===== src/rtl/mul32_seq.sv =====
// mul32_seq: sequential 32x32 -> 64 unsigned multiplier built on one shared
// 16x16 multiplier. Each operation walks four partial-product states.
// Optional build macro: MUL32_SEQ_ZERO_SKIP_EN (a zero operand skips straight
// to DONE with a zero product).

// Purely combinational 16x16 -> 32 unsigned multiplier.
module mul_16bit (
    input  logic [15:0] i_a,
    input  logic [15:0] i_b,
    output logic [31:0] o_p_c
);
    assign o_p_c = 32'(i_a) * 32'(i_b);
endmodule

module mul32_seq (
    input  logic        clk,
    input  logic        rst_n,
    input  logic        start,
    input  logic [31:0] op_a,
    input  logic [31:0] op_b,
    output logic        ready,
    output logic        busy,
    output logic        done,
    output logic [63:0] product
);
    localparam int unsigned OP_W   = 32;
    localparam int unsigned HALF_W = 16;
    localparam int unsigned PROD_W = 64;

    typedef enum logic [2:0] {
        ST_IDLE = 3'd0,
        ST_S0   = 3'd1,
        ST_S1   = 3'd2,
        ST_S2   = 3'd3,
        ST_S3   = 3'd4,
        ST_DONE = 3'd5
    } state_t;

    state_t              r_state;
    state_t              w_next;
    logic                r_ready;
    logic                r_busy;
    logic                r_done;
    logic [OP_W-1:0]     r_a;
    logic [OP_W-1:0]     r_b;
    logic [PROD_W-1:0]   r_acc;
    logic [PROD_W-1:0]   r_product;
    logic                w_accept;
    logic                w_step;
    logic [HALF_W-1:0]   w_mul_a;
    logic [HALF_W-1:0]   w_mul_b;
    logic [2*HALF_W-1:0] w_pp;
    logic [PROD_W-1:0]   w_pp_shifted;
    logic [PROD_W-1:0]   w_sum;
`ifdef MUL32_SEQ_ZERO_SKIP_EN
    logic                w_zero;
    assign w_zero = (op_a == '0) || (op_b == '0);
`endif

    assign w_accept = (r_state == ST_IDLE) && start;
    assign w_step   = (r_state == ST_S0) || (r_state == ST_S1) ||
                      (r_state == ST_S2) || (r_state == ST_S3);

    // State register plus status flags registered from the next state.
    always_ff @(posedge clk or negedge rst_n) begin
        if (!rst_n) begin
            r_state <= ST_IDLE;
            r_ready <= 1'b1;
            r_busy  <= 1'b0;
            r_done  <= 1'b0;
        end else begin
            r_state <= w_next;
            r_ready <= (w_next == ST_IDLE);
            r_busy  <= (w_next == ST_S0) || (w_next == ST_S1) ||
                       (w_next == ST_S2) || (w_next == ST_S3);
            r_done  <= (w_next == ST_DONE);
        end
    end

    // Next-state logic: fixed walk through the four partial products.
    always_comb begin
        w_next = r_state;
        unique case (r_state)
            ST_IDLE: begin
                if (start) begin
`ifdef MUL32_SEQ_ZERO_SKIP_EN
                    w_next = w_zero ? ST_DONE : ST_S0;
`else
                    w_next = ST_S0;
`endif
                end
            end
            ST_S0:   w_next = ST_S1;
            ST_S1:   w_next = ST_S2;
            ST_S2:   w_next = ST_S3;
            ST_S3:   w_next = ST_DONE;
            ST_DONE: w_next = ST_IDLE;
            default: w_next = ST_IDLE;
        endcase
    end

    // Operand half selection and partial-product alignment for the current state.
    always_comb begin
        w_mul_a      = r_a[HALF_W-1:0];
        w_mul_b      = r_b[HALF_W-1:0];
        w_pp_shifted = '0;
        unique case (r_state)
            ST_S0: w_pp_shifted = PROD_W'(w_pp);
            ST_S1: begin
                w_mul_a      = r_a[OP_W-1:HALF_W];
                w_pp_shifted = PROD_W'(w_pp) << HALF_W;
            end
            ST_S2: begin
                w_mul_b      = r_b[OP_W-1:HALF_W];
                w_pp_shifted = PROD_W'(w_pp) << HALF_W;
            end
            ST_S3: begin
                w_mul_a      = r_a[OP_W-1:HALF_W];
                w_mul_b      = r_b[OP_W-1:HALF_W];
                w_pp_shifted = PROD_W'(w_pp) << OP_W;
            end
            default: w_pp_shifted = '0;
        endcase
    end

    assign w_sum = r_acc + w_pp_shifted;

    mul_16bit u_mul (
        .i_a   (w_mul_a),
        .i_b   (w_mul_b),
        .o_p_c (w_pp)
    );

    // Operand capture, accumulation and result load.
    always_ff @(posedge clk or negedge rst_n) begin
        if (!rst_n) begin
            r_a       <= '0;
            r_b       <= '0;
            r_acc     <= '0;
            r_product <= '0;
        end else if (w_accept) begin
            r_a   <= op_a;
            r_b   <= op_b;
            r_acc <= '0;
`ifdef MUL32_SEQ_ZERO_SKIP_EN
            if (w_zero) begin
                r_product <= '0;
            end
`endif
        end else if (w_step) begin
            r_acc <= w_sum;
            if (r_state == ST_S3) begin
                r_product <= w_sum;
            end
        end
    end

    assign ready   = r_ready;
    assign busy    = r_busy;
    assign done    = r_done;
    assign product = r_product;

endmodule


===== config.mk =====
export PLATFORM = sky130hd
export DESIGN_NAME = mul32_seq
export DESIGN_NICKNAME = d
export VERILOG_FILES = /design/src/rtl/mul32_seq.sv
export SDC_FILE = /design/constraint.sdc
export NUM_CORES = 1
export LEC_CHECK = 0
export ABC_AREA = 1
export CORE_MARGIN = 2
export CORE_UTILIZATION = 30
export DETAILED_ROUTE_END_ITERATION = 7
export PLACE_DENSITY = 0.56
export SLEW_MARGIN = 20
export SYNTH_ARGS = -nofsm -noshare
export SYNTH_HDL_FRONTEND = slang
export SYNTH_SLANG_ARGS = --single-unit

===== constraint.sdc =====
create_clock -name clk -period 7.7 [get_ports clk]
set_clock_uncertainty 0.15 [all_clocks]
set_input_delay 1.925 -clock clk [delete_from_list [all_inputs] [get_ports clk]]
set_output_delay 1.925 -clock clk [all_outputs]
set_load 0.005 [all_outputs]

# [Word-level counts from Yosys, hierarchy flattened]
# Cells that the tools add are included.
[word_totals] regBits=198 in_bits=67 wordCells=41
[classes] n_addsub=1 mul=1 n_eq_ne=9 muxes=7 bitwise_logic=1 n_reduce_logical=14
[ops] operator="$pmux 64 s3" n=1
[ops] operator="$mux 64" n=2
[ops] operator="$add 64x64->64" n=1
[ops] operator="$mul 16x16->32" n=1
[ops] operator="$mux 16" n=2
[ops] operator="$pmux 3 s5" n=1
[ops] operator="$eq 3x2->1 const B" n=4
[ops] operator="$eq 3x3->1 const B" n=3
[ops] operator="$eq 3x1->1 const B" n=2
[ops] operator="$logic_not 3->1" n=2
[ops] operator="$logic_or 1x1->1" n=6
[ops] operator="$reduce_or 2->1" n=3
[ops] operator="$mux 3" n=1
[ops] operator="$reduce_and 3->1" n=1
[ops] operator="$reduce_bool 2->1" n=1
[ops] operator="$logic_and 1x1->1" n=1
[ops] operator="$not 1->1" n=1

# [Depth between registers and ports, before layout]
[depth] word_depth=8 depth_mapped=50 ltp_nobuf=48

# [Hierarchy]
# Synthesis repeated with hierarchy kept, for this count alone.
[unflattened] cells_unflattened=3559 area_unflattened_um2=23488.8
[by_module_without_submodules] mod="mul32_seq" instances=1 cells_each=2185 area_each_um2=14014.7 seq_area_each_um2=4956.0
[by_module_without_submodules] mod="mul_16bit" instances=1 cells_each=1374 area_each_um2=9474.1 seq_area_each_um2=0.0

# [Worst setup path before layout]
# No wires, ideal clock.
[synth_timing] path_kind="register to register" startpoint="register r_state[1]" endpoint="register r_acc[47]" setup_ns=0.118 arrival_time_ns=7.571 required_time_ns=7.432 setup_slack_ns=-0.139 stages_incl_launch_ff=45 period_less_slack_ns=7.839 path_cell_list="dfrtp_1 nor2_1 inv_2 nor2_4 inv_2 nand2_4 buf_6 buf_4 nand2_1 o21ai_1 buf_2 nand2_1 fa_1 inv_1 fa_1 inv_1 fa_1 inv_1 [9 not listed] nand3_1 nand2_1 a21oi_1 xor2_1 o21ai_0 ha_1 nand2_1 nor2_1 inv_1 nor2_1 inv_1 nor3_1 nand2_1 nand2_1 a21oi_1 or2_1 nand3_1 nand2_1"
[synth_between] elab_chain_cells=8
[synth_lines] item="start: declaration" line_no="39" text="state_t r_state;"
[synth_lines] item="start signal: assignment" line_no="72" text="r_state <= w_next;"
[synth_lines] item="$eq 3x2->1, or another cell as far along" line_no="61, 107"
[synth_lines] item="$reduce_or 2->1 (no source line)"
[synth_lines] item="$mux 16" line_no="107" text="unique case (r_state)"
[synth_lines] item="$mul 16x16->32" line_no="12" text="assign o_p_c = 32'(i_a) * 32'(i_b);"
[synth_lines] item="$pmux 64 s3" line_no="107"
[synth_lines] item="$add 64x64->64" line_no="126" text="assign w_sum = r_acc + w_pp_shifted;"
[synth_lines] item="$mux 64" line_no="150" text="end else if (w_step) begin"
[synth_lines] item="$mux 64" line_no="141" text="end else if (w_accept) begin"
[synth_lines] item="end signal: assignment" line_no="151" text="r_acc <= w_sum;"
[synth_lines] item="end: declaration" line_no="46" text="logic [PROD_W-1:0] r_acc;"
# Parallel ways exist; a longest one is shown, timed or not. The select of a mux whose other input is x is not followed.
# A chain may end at the register's enable or synchronous reset.

# [Final worst setup path]
[layout_timing] startpoint="register r_state[1]" endpoint="register r_acc[62]"
# Same word-level chain as after synthesis.

==> results.yml <==
status:
  status: "finished with violations"
  violations: "negative setup slack"
logic_synthesis:
  synthTopCellsByArea: "dfrtp_1 23%, fa_1 18%, nand2_1 15%"
  synth_flop_cell: "dfrtp_1"
  yosysTopAreaCell: "dfrtp_1"
  yosysUniqueCellTypes: 42
  ys_top_cells_by_count: "863 x nand2_1, 473 x inv_1, 331 x nor2_1"
  async_flop_share_pct: 100
  syn_nets: 3390
  synth-edff-count: 0
  yosys_warnings: 0
  synth-seq-area-share_pct: 23.2
  yosys.area.top_type_share_pct: 23.0
  syn_area_per_cell_um2: 7.23
  syn_inst: 2961
  synth_seq_cells: 198
  yosysMostFrequentCell: "nand2_1"
  syn_area_um2: 21400
flow_run:
  max-cap-violations: 0
clock_tree:
  clk_latency_ns: 0.50
  cts_root_buf: "clkbuf_16"
  clock-sinks: 198
  htree_levels: 4
  cts_tree: "done"
  numCtsBuffers: 17
  clockBufferDepth: 2
  clk_pin_slew_ns: 0.08
  cts_hold_buffers: 0
worst_setup_path:
  crit_path_top_delay_cell: "fa_2"
  cp_max_fo: 6
  path_class: "flop to flop"
  critPathRequiredTime_ns: 7.99
  startpoint_type: "flop"
  crit_path_max_incr_delay_ns: 0.56
  worstRegToRegCells: 46
  reg2reg_slack_ns: -0.59
  cp-end-kind: "flop"
  crit_arrival_ns: 8.58
final_layout:
  nets: 4015
  area_delta_synth_final_pct: 43.8
  antennaDiodeCount: 0
  instances_no_fill: 4539
  drive_gt1_share_pct: 30.4
timing:
  fmax_mhz: 121
  slew_violations: 0
  setup_viol: 104
  holdWs_ns: 0.324
  fin_crit_ns: 8.29
  worst_pin_slew_ns: 0.995
  fin_ws_ns: -0.594
  rsz0062_at_grt: "yes"
  period_share_pct: 108
  relSlewSlack_pct: 33.6
  hold_viol: 0
drt:
  wl_mm: 80.7
  drt-wirelength-per-cell_um: 17.8
  drc_errors: 0
  via_count: 21400
  drtAntennaViolNets: 0
  drt-initial-drc-count: 1381
  first_pass_iters: 5
  viasPerCell: 4.72
grt:
  grt_overflow: 0
  grt_usage_pct: 22.1
  antenna_found_initial: 0
  grt_pass1_wl_mm: 125
  grt_max_degree: 132
  grt_pass1_vias: 22100
floorplanning:
  initial_core_util_pct: 30.4
  num_rows: 97
  core_um2: 70400
  die_area_um2: 73500
  fp.dieH_um: 271
  die_w_um: 271
  io_pins: 134
place:
  place.gp.congestion: 0.966
  placed_cells: 4439
  dp_hpwl_mm: 64.4
  port_buffers: 133
hold_path:
  holdPathStages: 2
  hold_path.class: "flop to flop"
## final timing paths
check | startpoint | endpoint
setup / recovery | r_state[1] | r_acc[62]
hold / removal | r_a[30] | r_a[30]
setup reg to reg | r_state[1] | r_acc[62]
hold reg to reg | r_a[30] | r_a[30]
max in group asynchronous | rst_n | r_acc[51]
min in group asynchronous | rst_n | r_a[15]
## cell type report
| class | count | area (um^2) |
|---|---|---|
| inverters | 491 | 1860 |
| multi-input cells | 2194 | 16500 |
| clock inverters | 14 | 189 |
| flip-flops and latches | 198 | 4960 |
| repair inverters | 1 | 7.51 |
| fillers | 7188 | 39600 |
| well taps | 940 | 1180 |
| clock buffers | 18 | 439 |
| repair buffers | 683 | 5660 |
## repair_timing
action / in CTS / in global routing
gates cloned: 4 / 0
setup buffers: 44 / 20
gates resized for setup: 405 / 234
pin swaps: 108 / 58
setup endpoints to repair: 110 / 112
hold endpoints to repair: 0 / 0
## sequential cells by signal (all words and copies together), names as in the netlist
| name | cells |
|---|---|
| busy | 1 |
| done | 1 |
| product | 64 |
| r_a | 32 |
| r_acc | 64 |
| r_b | 32 |
| r_state | 3 |
| ready | 1 |
## layer usage
metal	wire [um]	GRT usage [%]	vias up
li1	-	-	10400
met1	34700	28.4	10300
met2	38700	38.0	565
met3	3670	2.61	157
met4	3550	8.16	0
met5	0	0	-
## cells in the final DEF (no fill, tap or decap), types with 31 or more instances in the layout
| master | Yosys | routed |
|---|---|---|
| a21oi_1 | 117 | 57 |
| a21oi_2 | 0 | 52 |
| buf_4 | 6 | 515 |
| clkdlybuf4s50_1 | 0 | 132 |
| dfrtp_1 | 197 | 197 |
| fa_1 | 195 | 185 |
| ha_1 | 167 | 120 |
| ha_4 | 0 | 41 |
| inv_1 | 473 | 427 |
| inv_2 | 18 | 57 |
| nand2_1 | 863 | 774 |
| nand2_2 | 0 | 77 |
| nand3_1 | 129 | 107 |
| nor2_1 | 331 | 222 |
| nor2_2 | 2 | 81 |
| nor2_4 | 1 | 31 |
| o21ai_0 | 169 | 111 |
| o21ai_1 | 17 | 52 |
## kinds of logic after synthesis
group	synth area share [%]
AND/OR/NAND/NOR	25.8
buffers and inverters	10.5
flip-flops	23.2
AO/OA/AOI/OAI	10.2
adder cells (fa/ha/maj)	28.0
XOR/XNOR	2.29
## critical path: cells and delay by family (launching register included)
| family | cells | cell delay (ns) |
|---|---|---|
| adders and majority gates | 8 | 3.63 |
| and+or+nand+nor | 12 | 0.91 |
| DFF | 1 | 0.40 |
| xor gates and xnor gates | 1 | 0.22 |
| buffers and inverters | 16 | 1.62 |
| AOI/OAI and AO/OA | 9 | 1.28 |
## stage by stage
step	worst slack [ns]	TNS, ns	util (%)	area [um^2]
6_report	-0.594	-44.22	43.7	30800
5_1_grt	-0.994	-86.65	43.7	30800
4_1_cts	-0.523	-36.05	42.2	29700
3_5_place_dp	-1.15	-90.19	38.8	27300
3_3_place_gp	-1.17	-90.42	38.8	27300
2_1_floorplan	0.0137	0	-	21500
Power is not shown: default switching activity piles up to over one toggle a cycle in this logic, so the estimate is an artifact.
